===== src/rtl/imem_loader_pkg.sv =====
// Shared definitions for the UART instruction-memory boot loader.
// Holds the loader FSM states, the RX bit-index constants and the default baud divisor.
package imem_loader_pkg;

    typedef enum logic [2:0] {
        ST_IDLE,
        ST_LEN0,
        ST_LEN1,
        ST_DATA,
        ST_DONE
    } loader_state_e;

    localparam logic [3:0] RX_BIT_START = 4'd0;
    localparam logic [3:0] RX_BIT_STOP  = 4'd9;

    // 50 MHz / 115200 baud
    localparam int unsigned DEFAULT_BAUD_DIV = 434;

endpackage


===== src/rtl/uart_rx_core.sv =====
// 8N1 UART receiver: 2-flop synchronizer, mid-bit sampling and false-start rejection.
// Emits one-cycle rx_valid with rx_byte on a good stop bit, or rx_ferr on a bad one.
module uart_rx_core
    import imem_loader_pkg::*;
#(
    parameter int unsigned BAUD_DIV = DEFAULT_BAUD_DIV
) (
    input  logic       clk,
    input  logic       reset,
    input  logic       rxd,
    output logic       rx_valid,
    output logic [7:0] rx_byte,
    output logic       rx_ferr
);

    localparam int unsigned CNT_W = $clog2(BAUD_DIV);
    localparam logic [CNT_W-1:0] HALF_M1 = CNT_W'(BAUD_DIV / 2 - 1);
    localparam logic [CNT_W-1:0] FULL_M1 = CNT_W'(BAUD_DIV - 1);

    logic             sync1;
    logic             sync2;
    logic             rxd_prev;
    logic             busy;
    logic [CNT_W-1:0] baud_cnt;
    logic [3:0]       bit_idx;
    logic [7:0]       shift_reg;

    always_ff @(posedge clk or negedge reset) begin
        if (!reset) begin
            sync1     <= 1'b1;
            sync2     <= 1'b1;
            rxd_prev  <= 1'b1;
            busy      <= 1'b0;
            baud_cnt  <= '0;
            bit_idx   <= '0;
            shift_reg <= '0;
            rx_valid  <= 1'b0;
            rx_byte   <= '0;
            rx_ferr   <= 1'b0;
        end else begin
            sync1    <= rxd;
            sync2    <= sync1;
            rxd_prev <= sync2;
            rx_valid <= 1'b0;
            rx_ferr  <= 1'b0;

            if (!busy) begin
                if (rxd_prev && !sync2) begin
                    busy     <= 1'b1;
                    baud_cnt <= HALF_M1;
                    bit_idx  <= RX_BIT_START;
                end
            end else if (baud_cnt != '0) begin
                baud_cnt <= baud_cnt - CNT_W'(1);
            end else begin
                // Sample point: half a bit after the edge, then once per bit.
                baud_cnt <= FULL_M1;
                bit_idx  <= bit_idx + 4'd1;
                if (bit_idx == RX_BIT_START) begin
                    if (sync2) begin
                        busy <= 1'b0;
                    end
                end else if (bit_idx == RX_BIT_STOP) begin
                    busy <= 1'b0;
                    if (sync2) begin
                        rx_valid <= 1'b1;
                        rx_byte  <= shift_reg;
                    end else begin
                        rx_ferr <= 1'b1;
                    end
                end else begin
                    shift_reg <= {sync2, shift_reg[7:1]};
                end
            end
        end
    end

endmodule


===== src/rtl/imem_uart_loader.sv =====
// Boot loader: receives a length-prefixed little-endian word image over UART and writes
// it into the instruction RAM while holding the CPU in reset.
module imem_uart_loader
    import imem_loader_pkg::*;
#(
    parameter int unsigned BAUD_DIV        = DEFAULT_BAUD_DIV,
    parameter int unsigned IMEM_ADDR_WIDTH = 16
) (
    input  logic                       clk,
    input  logic                       reset,
    input  logic                       load_imem,
    input  logic                       uart_rxd,
    output logic                       imem_wr_en,
    output logic [IMEM_ADDR_WIDTH-3:0] imem_wr_addr,
    output logic [31:0]                imem_wr_data,
    output logic                       cpu_hold,
    output logic                       load_done,
    output logic                       load_error
);

    localparam int unsigned WA_W = IMEM_ADDR_WIDTH - 2;

    logic            rx_valid;
    logic [7:0]      rx_byte;
    logic            rx_ferr;

    loader_state_e   state;
    logic            load_q;
    logic            load_rise;
    logic [15:0]     word_cnt;
    logic [WA_W-1:0] word_addr;
    logic [1:0]      byte_cnt;
    logic [23:0]     word_reg;

    uart_rx_core #(
        .BAUD_DIV(BAUD_DIV)
    ) u_rx (
        .clk     (clk),
        .reset   (reset),
        .rxd     (uart_rxd),
        .rx_valid(rx_valid),
        .rx_byte (rx_byte),
        .rx_ferr (rx_ferr)
    );

    always_ff @(posedge clk or negedge reset) begin
        if (!reset) begin
            state        <= ST_IDLE;
            load_q       <= 1'b0;
            load_rise    <= 1'b0;
            word_cnt     <= '0;
            word_addr    <= '0;
            byte_cnt     <= '0;
            word_reg     <= '0;
            imem_wr_en   <= 1'b0;
            imem_wr_addr <= '0;
            imem_wr_data <= '0;
            cpu_hold     <= 1'b0;
            load_done    <= 1'b0;
            load_error   <= 1'b0;
        end else begin
            load_q     <= load_imem;
            load_rise  <= load_imem & ~load_q;
            imem_wr_en <= 1'b0;
            // Status outputs trail the state by one cycle, so cpu_hold drops with load_done.
            load_done  <= (state == ST_DONE);
            cpu_hold   <= (state == ST_LEN0) || (state == ST_LEN1) || (state == ST_DATA);

            if (state != ST_IDLE && !load_imem) begin
                state <= ST_IDLE;
            end else begin
                case (state)
                    ST_IDLE: begin
                        if (load_rise) begin
                            load_error <= 1'b0;
                            word_addr  <= '0;
                            byte_cnt   <= '0;
                            state      <= ST_LEN0;
                        end
                    end
                    ST_LEN0: begin
                        if (rx_ferr) begin
                            load_error <= 1'b1;
                            state      <= ST_IDLE;
                        end else if (rx_valid) begin
                            word_cnt[7:0] <= rx_byte;
                            state         <= ST_LEN1;
                        end
                    end
                    ST_LEN1: begin
                        if (rx_ferr) begin
                            load_error <= 1'b1;
                            state      <= ST_IDLE;
                        end else if (rx_valid) begin
                            word_cnt[15:8] <= rx_byte;
                            state <= ({rx_byte, word_cnt[7:0]} == 16'd0) ? ST_DONE : ST_DATA;
                        end
                    end
                    ST_DATA: begin
                        if (rx_ferr) begin
                            load_error <= 1'b1;
                            state      <= ST_IDLE;
                        end else if (rx_valid) begin
                            byte_cnt <= byte_cnt + 2'd1;
                            case (byte_cnt)
                                2'd0: word_reg[7:0]   <= rx_byte;
                                2'd1: word_reg[15:8]  <= rx_byte;
                                2'd2: word_reg[23:16] <= rx_byte;
                                default: begin
                                    imem_wr_en   <= 1'b1;
                                    imem_wr_addr <= word_addr;
                                    imem_wr_data <= {rx_byte, word_reg};
                                    word_addr    <= word_addr + WA_W'(1);
                                    word_cnt     <= word_cnt - 16'd1;
                                    if (word_cnt == 16'd1) begin
                                        state <= ST_DONE;
                                    end
                                end
                            endcase
                        end
                    end
                    ST_DONE: begin
                        state <= ST_IDLE;
                    end
                    default: begin
                        state <= ST_IDLE;
                    end
                endcase
            end
        end
    end

endmodule

===== config.mk =====
export PLATFORM = sky130hd
export DESIGN_NAME = imem_uart_loader
export DESIGN_NICKNAME = d
export VERILOG_FILES = /design/src/rtl/imem_loader_pkg.sv /design/src/rtl/uart_rx_core.sv /design/src/rtl/imem_uart_loader.sv
export SDC_FILE = /design/constraint.sdc
export NUM_CORES = 1
export LEC_CHECK = 0
export CAP_MARGIN = 20
export CORE_AREA = 2 2 105 107
export CTS_CLUSTER_SIZE = 30
export DETAILED_ROUTE_END_ITERATION = 8
export DIE_AREA = 0 0 107 109
export DONT_BUFFER_PORTS = 1
export GPL_TIMING_DRIVEN = 0
export HOLD_SLACK_MARGIN = 0.12
export PLACE_DENSITY = 0.78
export SETUP_SLACK_MARGIN = 0.1
export SLEW_MARGIN = 0
export SYNTH_ARGS = -nofsm -noshare
export SYNTH_HDL_FRONTEND = slang
export SYNTH_SLANG_ARGS = --single-unit
export TNS_END_PERCENT = 20

===== constraint.sdc =====
create_clock -name clk -period 3.12 [get_ports clk]
set_input_delay 0.624 -clock clk [delete_from_list [all_inputs] [get_ports clk]]
set_output_delay 0.624 -clock clk [all_outputs]
set_load 0.02 [all_outputs]

==> parameters.txt, run 1 <==
Parameter                              Value

Outcome
  Status    complete, but fails checks
  Violated checks    hold timing

Power
  Clock network fraction of design power    between 40% and 50%
  Leakage Power    3.42 nW
  P_sw    0.984 mW
  Sequential share of power    48.8%
  Internal power of the cells    about 3.2 mW
  Total design power    approximately 4.2 mW
  Fraction of power spent switching nets    23.7%
  Power density over cell area    571 nW/um^2
  Combinational share of power    5.3%
  Largest voltage drop on the vdd net    443 uV

Timing
  Worst slew margin relative to its limit    49.0%
  Period Utilization, post-route    89.8%
  Final slew viol count    0
  Slew @ Worst Pin    0.765 ns
  Post-Route Hold Slack    -0.220 ns
  TNS Setup    0 ns
  Final setup violation count    0
  Final Hold Fails    143
  Upper clock frequency limit    roughly 360 MHz
  Skew final    0.0136 ns
  Setup ws final    0.318 ns
  Final critical path time including I/O delays and setup    2.80 ns
  Unrepaired setup endpoints after global routing    no

Synthesis
  Synthesis warning total    0
  Summed instance area of the synthesized netlist    6510 sq um
  Number of enable-type register cells in the synthesized netlist    0
  Synth cell types    57
  Most used DFF post-synth    sky130_fd_sc_hd__dfrtp_1
  Total of flip-flops plus latches after synthesis    146
  Post-synth ARST share    100%
  Yosys top cell area share    55.0%
  Avg Cell Area, Syn    11.8 sq um
  Largest area contributor in the netlist    sky130_fd_sc_hd__dfrtp_1
  Area contributors post-synth    sky130_fd_sc_hd__dfrtp_1 (55%), sky130_fd_sc_hd__mux2_2 (15%), sky130_fd_sc_hd__o21ai_0 (2.8%)
  Post-synthesis sequential area ratio    56.2%
  Synthesized Nets    567
  Gate count of the mapped netlist    approximately 550

Die
  Vertical extent of the die    approximately 110 um
  Die Outline Area    11700 sq um
  Site row count    38
  Core footprint    ~11000 sq um
  Initial Utilization    between 60 and 70%
  Floorplan die width    107 um
  Top-level port count    54

Global route
  Global-route total usage across every layer    25.1%
  Pin count of the biggest net entering global routing    147
  Vias in the first global route    4394
  Total congestion overflow after global routing    0
  Antenna violations before repair    0
  First-pass GRT wire length    22.2 mm

Hold path
  HP Class    in -> async

Route
  Uppermost layer routed    met4
  First-pass iteration count of the detailed router    5
  Routed length per placed instance    approximately 19 um
  Vias    between 4000 and 5000
  DRC    0
  Via density per instance    between 6 and 7
  Post-route met1 wirelength    5.53 mm
  Met3 wire len    910 um
  Initial detailed-routing violation count    310
  Final wirelength    13.8 mm
  Met2 Wirelength    7.03 mm
  Residual antenna-violating net count after detailed routing    0

Worst setup path
  Kind of critical path    reg -> reg
  R2R Path End    imem_wr_addr[1]$_DFFE_PN0P_
  Worst Setup End Kind    flip-flop
  Worst r2r path cells    6
  Critical path cell sequence    nor3b_2 -> o2111ai_1 -> nor2_1 -> buf_2 -> buf_2 -> mux2_2
  Number of cells on the critical path    6
  R2R setup slack    0.32 ns
  Sum of buffers and inverters on the critical path    2
  Start of the worst register-to-register path    u_rx.rx_ferr$_DFF_PN0_
  Most repeated library cell on the critical path    sky130_fd_sc_hd__buf_2
  Cell type of the slowest stage on the worst timing path    sky130_fd_sc_hd__dfrtp_1
  Kind of cell adding the most delay to the critical path    simple AND/OR/NAND/NOR gates
  Crit path largest cell delay    0.45 ns
  Setup crit start kind    flip-flop
  Worst path required time    3.53 ns
  Arrival time of the worst setup path    about 3.2 ns
  Critical path fanouts, max    10

Clocking
  Clk_lat worst skew    0.54 ns
  H-tree depth    4
  Largest buffer count on any clock path    2
  Cell chosen for the clock root    sky130_fd_sc_hd__clkbuf_8
  Count of instances resized after the clock tree is built    0
  TritonCTS Sinks    146
  Clock tree from TritonCTS    done
  Number of post-CTS setup repair buffers    0
  Number of buffers inserted during clock tree synthesis    17
  Reg clk slew, reported paths    0.06 ns
  CTS hold repair buffers    2

Finish
  Area grow syn2layout    11.7%
  Number of nets in the layout    589
  Flip-flop count of the largest register after layout    32
  Utilization after layout    about 69%
  Diode count    0
  Ratio of cells with drive above 1 in the final layout    23.7%
  Layout Cells excl Fill    726

Placement
  Detailed placement HPWL    9.11 mm
  Weighted congestion reported at the end of routability-driven placement    between 0.8 and 0.9
  PortBufs    0
  Place WS    0.214 ns
  Number of placed instances with taps included    692

Job
  Max Cap Viol    0
[logic make-up after synthesis]
logic type / after synthesis / synth area share [%]
AOI/OAI and AO/OA: 98 / 9.17
xor gates and xnor gates: 9 / 1.21
adders and majority gates: 12 / 2.31
buffers and inverters: 40 / 2.50
DFF: 146 / 56.2
muxes: 91 / 15.7
and+or+nand+nor: 155 / 13.0
[power groups by stage]
stage	clock (mW)	sequential, mW	combinational, mW
finish	1.91	2.03	0.219
global route	2.03	2.04	0.247
CTS	1.95	2.03	0.218
detailed placement	0	2.06	0.215
global placement	0	2.05	0.202
floorplan	0	2.04	0.175
[through the flow]
step	instance area, sq um	hold slack (ns)
detailed placement	6690	0.333
finish	7270	-0.220
CTS	7270	-0.241
global route	7270	-0.244
floorplan	6510	0.328
global placement	6690	0.332
[cells in the final DEF (no fill, tap or decap), types with 4 or more instances in the layout]
master,count
sky130_fd_sc_hd__clkbuf_1,15
sky130_fd_sc_hd__nor4_1,7
sky130_fd_sc_hd__a22o_1,4
sky130_fd_sc_hd__clkbuf_16,16
sky130_fd_sc_hd__ha_1,12
sky130_fd_sc_hd__or3_1,10
sky130_fd_sc_hd__mux2_2,86
sky130_fd_sc_hd__a31oi_1,5
sky130_fd_sc_hd__dfrtp_1,143
sky130_fd_sc_hd__inv_1,16
sky130_fd_sc_hd__inv_6,5
sky130_fd_sc_hd__nor4b_1,4
sky130_fd_sc_hd__nand3b_1,5
sky130_fd_sc_hd__xnor2_1,5
sky130_fd_sc_hd__a21oi_1,25
sky130_fd_sc_hd__a22oi_1,5
sky130_fd_sc_hd__nand2_1,30
sky130_fd_sc_hd__nand3_1,8
sky130_fd_sc_hd__xor2_1,4
sky130_fd_sc_hd__nand4_1,5
sky130_fd_sc_hd__o21ai_0,36
sky130_fd_sc_hd__buf_2,10
sky130_fd_sc_hd__nand4b_1,5
sky130_fd_sc_hd__nor2_1,36
sky130_fd_sc_hd__nor3_1,19
[how the worst max path moves through the flow]
stage	slack, ns	end	from
after global placement	0.29	imem_wr_addr[4]$_DFFE_PN0P_	load_imem
after global routing	0.12	imem_wr_addr[3]$_DFFE_PN0P_	u_rx.rx_ferr$_DFF_PN0_
after floorplan	0.83	imem_wr_addr[0]$_DFFE_PN0P_	load_imem
after CTS	0.31	imem_wr_addr[1]$_DFFE_PN0P_	u_rx.rx_ferr$_DFF_PN0_
after detailed placement	0.21	imem_wr_addr[1]$_DFFE_PN0P_	load_imem
final	0.32	imem_wr_addr[1]$_DFFE_PN0P_	u_rx.rx_ferr$_DFF_PN0_
[cells in the mapped netlist (all sizes together), types with 8 or more instances]
cell type / number
nor3: 19
nand2: 30
dfrtp: 143
nor2: 36
ha: 12
a21oi: 25
or3: 10
buf: 10
mux2: 88
clkbuf: 14
nand3: 8
inv: 16
o21ai: 36
[area by class of cell]
class	instances	area, sq um
buffer	24	103
clock buffer	20	445
clock inverter	12	120
fill	732	3330
inverter	16	60.1
multi-input combinational	365	2690
sequential	146	3660
tap	140	175
timing repair buffer	3	23.8
[metal layers]
layer	track usage, %	up-vias
met5	0	-
met4	10.0	0
met3	6.99	41
met2	42.2	151
met1	30.8	2238
li1	-	2048
Note: power is estimated with default switching activity, not from simulation.
==> inputs of run 2 (changes only) <==
Settings changed: GPL_TIMING_DRIVEN 0 to unset.
==> run 2 against run 1 <==
Effect of this change: the run still ends with hold timing left; worst hold slack got worse by 0.0040 ns; first-iteration DRC count decreased by 5.8%; global-route usage decreased by 0.98 points; critical path type unchanged; count of clock-buffer cells in the layout increased by 3; cell count decreased by 2.3%; routed wire length decreased by 5.4%; largest power group unchanged.
==> parameters.txt, run 2 (same netlist as run 1, synthesis figures left out) <==
Parameter                              Value

Power
  Internal power of the cells    3.16 mW (was 3.17 mW)
  Fraction of power spent switching nets    23.6% (was 23.7%)
  P_sw    0.975 mW (was 0.984 mW)
  Largest voltage drop on the vdd net    589 uV (was 443 uV)
  Sequential share of power    49.4% (was 48.8%)
  Clock network fraction of design power    45.8% (was 45.9%)
  Combinational share of power    4.8% (was 5.3%)
  Power density over cell area    572 nW/um^2 (was 571 nW/um^2)
  Leakage Power    3.38 nW (was 3.42 nW)

Die
  Initial Utilization    61.4% (unchanged)
  Core footprint    10600 sq um (unchanged)
  Site row count    38 (unchanged)
  Die Outline Area    11700 sq um (unchanged)
  Vertical extent of the die    109 um (unchanged)
  Floorplan die width    107 um (unchanged)
  Top-level port count    54 (unchanged)

Timing
  TNS Setup    0 ns (unchanged)
  Slew @ Worst Pin    0.678 ns (was 0.765 ns)
  Final Hold Fails    146 (was 143)
  Period Utilization, post-route    81.0% (was 89.8%)
  Final critical path time including I/O delays and setup    2.53 ns (was 2.80 ns)
  Skew final    0.00923 ns (was 0.0136 ns)
  Worst slew margin relative to its limit    54.4% (was 49.0%)
  Final slew viol count    0 (unchanged)
  Unrepaired setup endpoints after global routing    no (unchanged)
  Post-Route Hold Slack    -0.224 ns (was -0.220 ns)
  Upper clock frequency limit    396 MHz (was 357 MHz)
  Final setup violation count    0 (unchanged)

Worst setup path
  Setup crit start kind    flip-flop (unchanged)
  R2R Path End    u_rx.rx_byte[7]$_DFFE_PN0P_ (was imem_wr_addr[1]$_DFFE_PN0P_)
  Critical path fanouts, max    8 (was 10)
  Startpoint of the most critical setup path    u_rx.baud_cnt[0]$_DFFE_PN0P_ (was u_rx.rx_ferr$_DFF_PN0_)
  Arrival time of the worst setup path    2.94 ns (was 3.21 ns)
  Worst r2r path cells    7 (was 6)
  Start of the worst register-to-register path    u_rx.baud_cnt[0]$_DFFE_PN0P_ (was u_rx.rx_ferr$_DFF_PN0_)
  Kind of critical path    reg -> reg (unchanged)
  Worst Setup End Kind    flip-flop (unchanged)
  R2R setup slack    0.59 ns (was 0.32 ns)
  Destination of the critical timing path    u_rx.rx_byte[7]$_DFFE_PN0P_ (was imem_wr_addr[1]$_DFFE_PN0P_)
  Worst path required time    3.53 ns (about the same)

Route
  Routed length per placed instance    18.4 um (was 19.0 um)
  Uppermost layer routed    met4 (unchanged)
  Initial detailed-routing violation count    292 (was 310)
  Met3 wire len    674 um (was 910 um)
  Met2 Wirelength    6.48 mm (was 7.03 mm)
  Post-route met1 wirelength    5.71 mm (was 5.53 mm)
  First-pass iteration count of the detailed router    4 (was 5)
  Residual antenna-violating net count after detailed routing    0 (unchanged)
  Final wirelength    13.1 mm (was 13.8 mm)
  DRC    0 (unchanged)
  Via density per instance    6.20 (was 6.17)
  Vias    4396 (was 4478)

Clocking
  Number of buffers inserted during clock tree synthesis    17 (unchanged)
  CTS hold repair buffers    2 (unchanged)
  Clock tree from TritonCTS    done (unchanged)
  Cell chosen for the clock root    sky130_fd_sc_hd__clkbuf_8 (unchanged)
  Clk_lat worst skew    0.54 ns (about the same)
  Number of post-CTS setup repair buffers    0 (unchanged)
  Reg clk slew, reported paths    0.06 ns (about the same)
  H-tree depth    4 (unchanged)
  TritonCTS Sinks    146 (unchanged)
  Largest buffer count on any clock path    2 (unchanged)
  Count of instances resized after the clock tree is built    0 (unchanged)

Finish
  Ratio of cells with drive above 1 in the final layout    23.7% (about the same)
  Layout Cells excl Fill    709 (was 726)
  Most used cells in the layout excluding fill and tap cells    sky130_fd_sc_hd__dfrtp_1 (143), sky130_fd_sc_hd__mux2_2 (86), sky130_fd_sc_hd__o21ai_0 (36) (was sky130_fd_sc_hd__dfrtp_1 (143), sky130_fd_sc_hd__mux2_2 (86), sky130_fd_sc_hd__nor2_1 (36), sky130_fd_sc_hd__o21ai_0 (36), sky130_fd_sc_hd__nand2_1 (30))
  Number of nets in the layout    572 (was 589)
  Filler cell count    753 (was 732)
  Diode count    0 (unchanged)
  Area grow syn2layout    11.1% (was 11.7%)
  Most common cell after layout, fill and taps aside    sky130_fd_sc_hd__dfrtp_1 (unchanged)
  Flip-flop count of the largest register after layout    32 (unchanged)

Placement
  Weighted congestion reported at the end of routability-driven placement    0.869 (was 0.888)
  PortBufs    0 (unchanged)
  Detailed placement HPWL    8.32 mm (was 9.11 mm)
  Number of placed instances with taps included    675 (was 692)

Global route
  Antenna violations before repair    0 (unchanged)
  Total congestion overflow after global routing    0 (unchanged)
  Pin count of the biggest net entering global routing    147 (unchanged)
  Vias in the first global route    4279 (was 4394)
  Global-route total usage across every layer    24.1% (was 25.1%)
  First-pass GRT wire length    21.6 mm (was 22.2 mm)

Outcome
  Status    complete, but fails checks (unchanged)
  Violated checks    hold timing (unchanged)

Job
  Max Cap Viol    0 (unchanged)

Hold path
  HP Class    in -> async (unchanged)
[run 2: changes by cell type in the layout (fill, tap and decap cells not counted), moves of 2 or more]
cell / before / now
sky130_fd_sc_hd__clkbuf_1: 15 / 4
sky130_fd_sc_hd__buf_4: 0 / 7
sky130_fd_sc_hd__clkinvlp_4: 2 / 4
sky130_fd_sc_hd__clkinv_4: 3 / 0
sky130_fd_sc_hd__buf_2: 10 / 0
[run 2: critical path, stage by stage (launching register included)]
cell                       delay (ns)
sky130_fd_sc_hd__dfrtp_1         0.38
sky130_fd_sc_hd__inv_1           0.09
sky130_fd_sc_hd__ha_1            0.22
sky130_fd_sc_hd__or3b_1          0.43
sky130_fd_sc_hd__nor2_1          0.17
sky130_fd_sc_hd__nand3b_1        0.12
sky130_fd_sc_hd__or4_1           0.62
sky130_fd_sc_hd__mux2_1          0.38
[run 2: final cells by class]
| type | count | area [sq um] | share of cell area (%) |
|---|---|---|---|
| inverter | 16 | 60.1 | 0.830 |
| clock inverter | 9 | 95.1 | 1.31 |
| multi-input combinational | 365 | 2700 | 37.3 |
| tap | 140 | 175 | 2.42 |
| sequential | 146 | 3660 | 50.6 |
| clock buffer | 23 | 457 | 6.31 |
| timing repair buffer | 10 | 92.6 | 1.28 |
[run 2: layer usage]
metal | vias to the layer above | GRT usage [%]
met3 | 22 | 7.23
met4 | 0 | 8.91
met2 | 113 | 38.4
met5 | - | 0
met1 | 2236 | 31.5
li1 | 2025 | -
[run 2: how the worst min path moves through the flow]
stage,from,to
after global routing,reset,word_cnt[4]$_DFFE_PN0P_
final,reset,word_cnt[6]$_DFFE_PN0P_
after floorplan,reset,byte_cnt[0]$_DFFE_PN0P_
after detailed placement,reset,word_cnt[6]$_DFFE_PN0P_
after global placement,reset,word_cnt[5]$_DFFE_PN0P_
after CTS,reset,word_cnt[6]$_DFFE_PN0P_
[run 2: power groups by stage]
stage	clock network [mW]	logic, mW	registers [mW]
global placement	0	0.182	2.07
floorplan	0	0.175	2.04
detailed placement	0	0.191	2.08
global route	2.01	0.231	2.05
finish	1.90	0.199	2.04
CTS	1.93	0.200	2.04
[run 2: per-stage QoR]
step	setup WS [ns]	util (%)	area [sq um]	hold slack, ns	power (mW)
after detailed placement	0.612	62.8	6660	0.333	2.27
after global routing	0.427	68.2	7230	-0.256	4.30
after floorplan	0.832	-	6510	0.328	2.22
after CTS	0.601	68.2	7230	-0.255	4.17
after global placement	0.721	62.8	6660	0.333	2.25
final	0.594	68.2	7230	-0.224	4.14
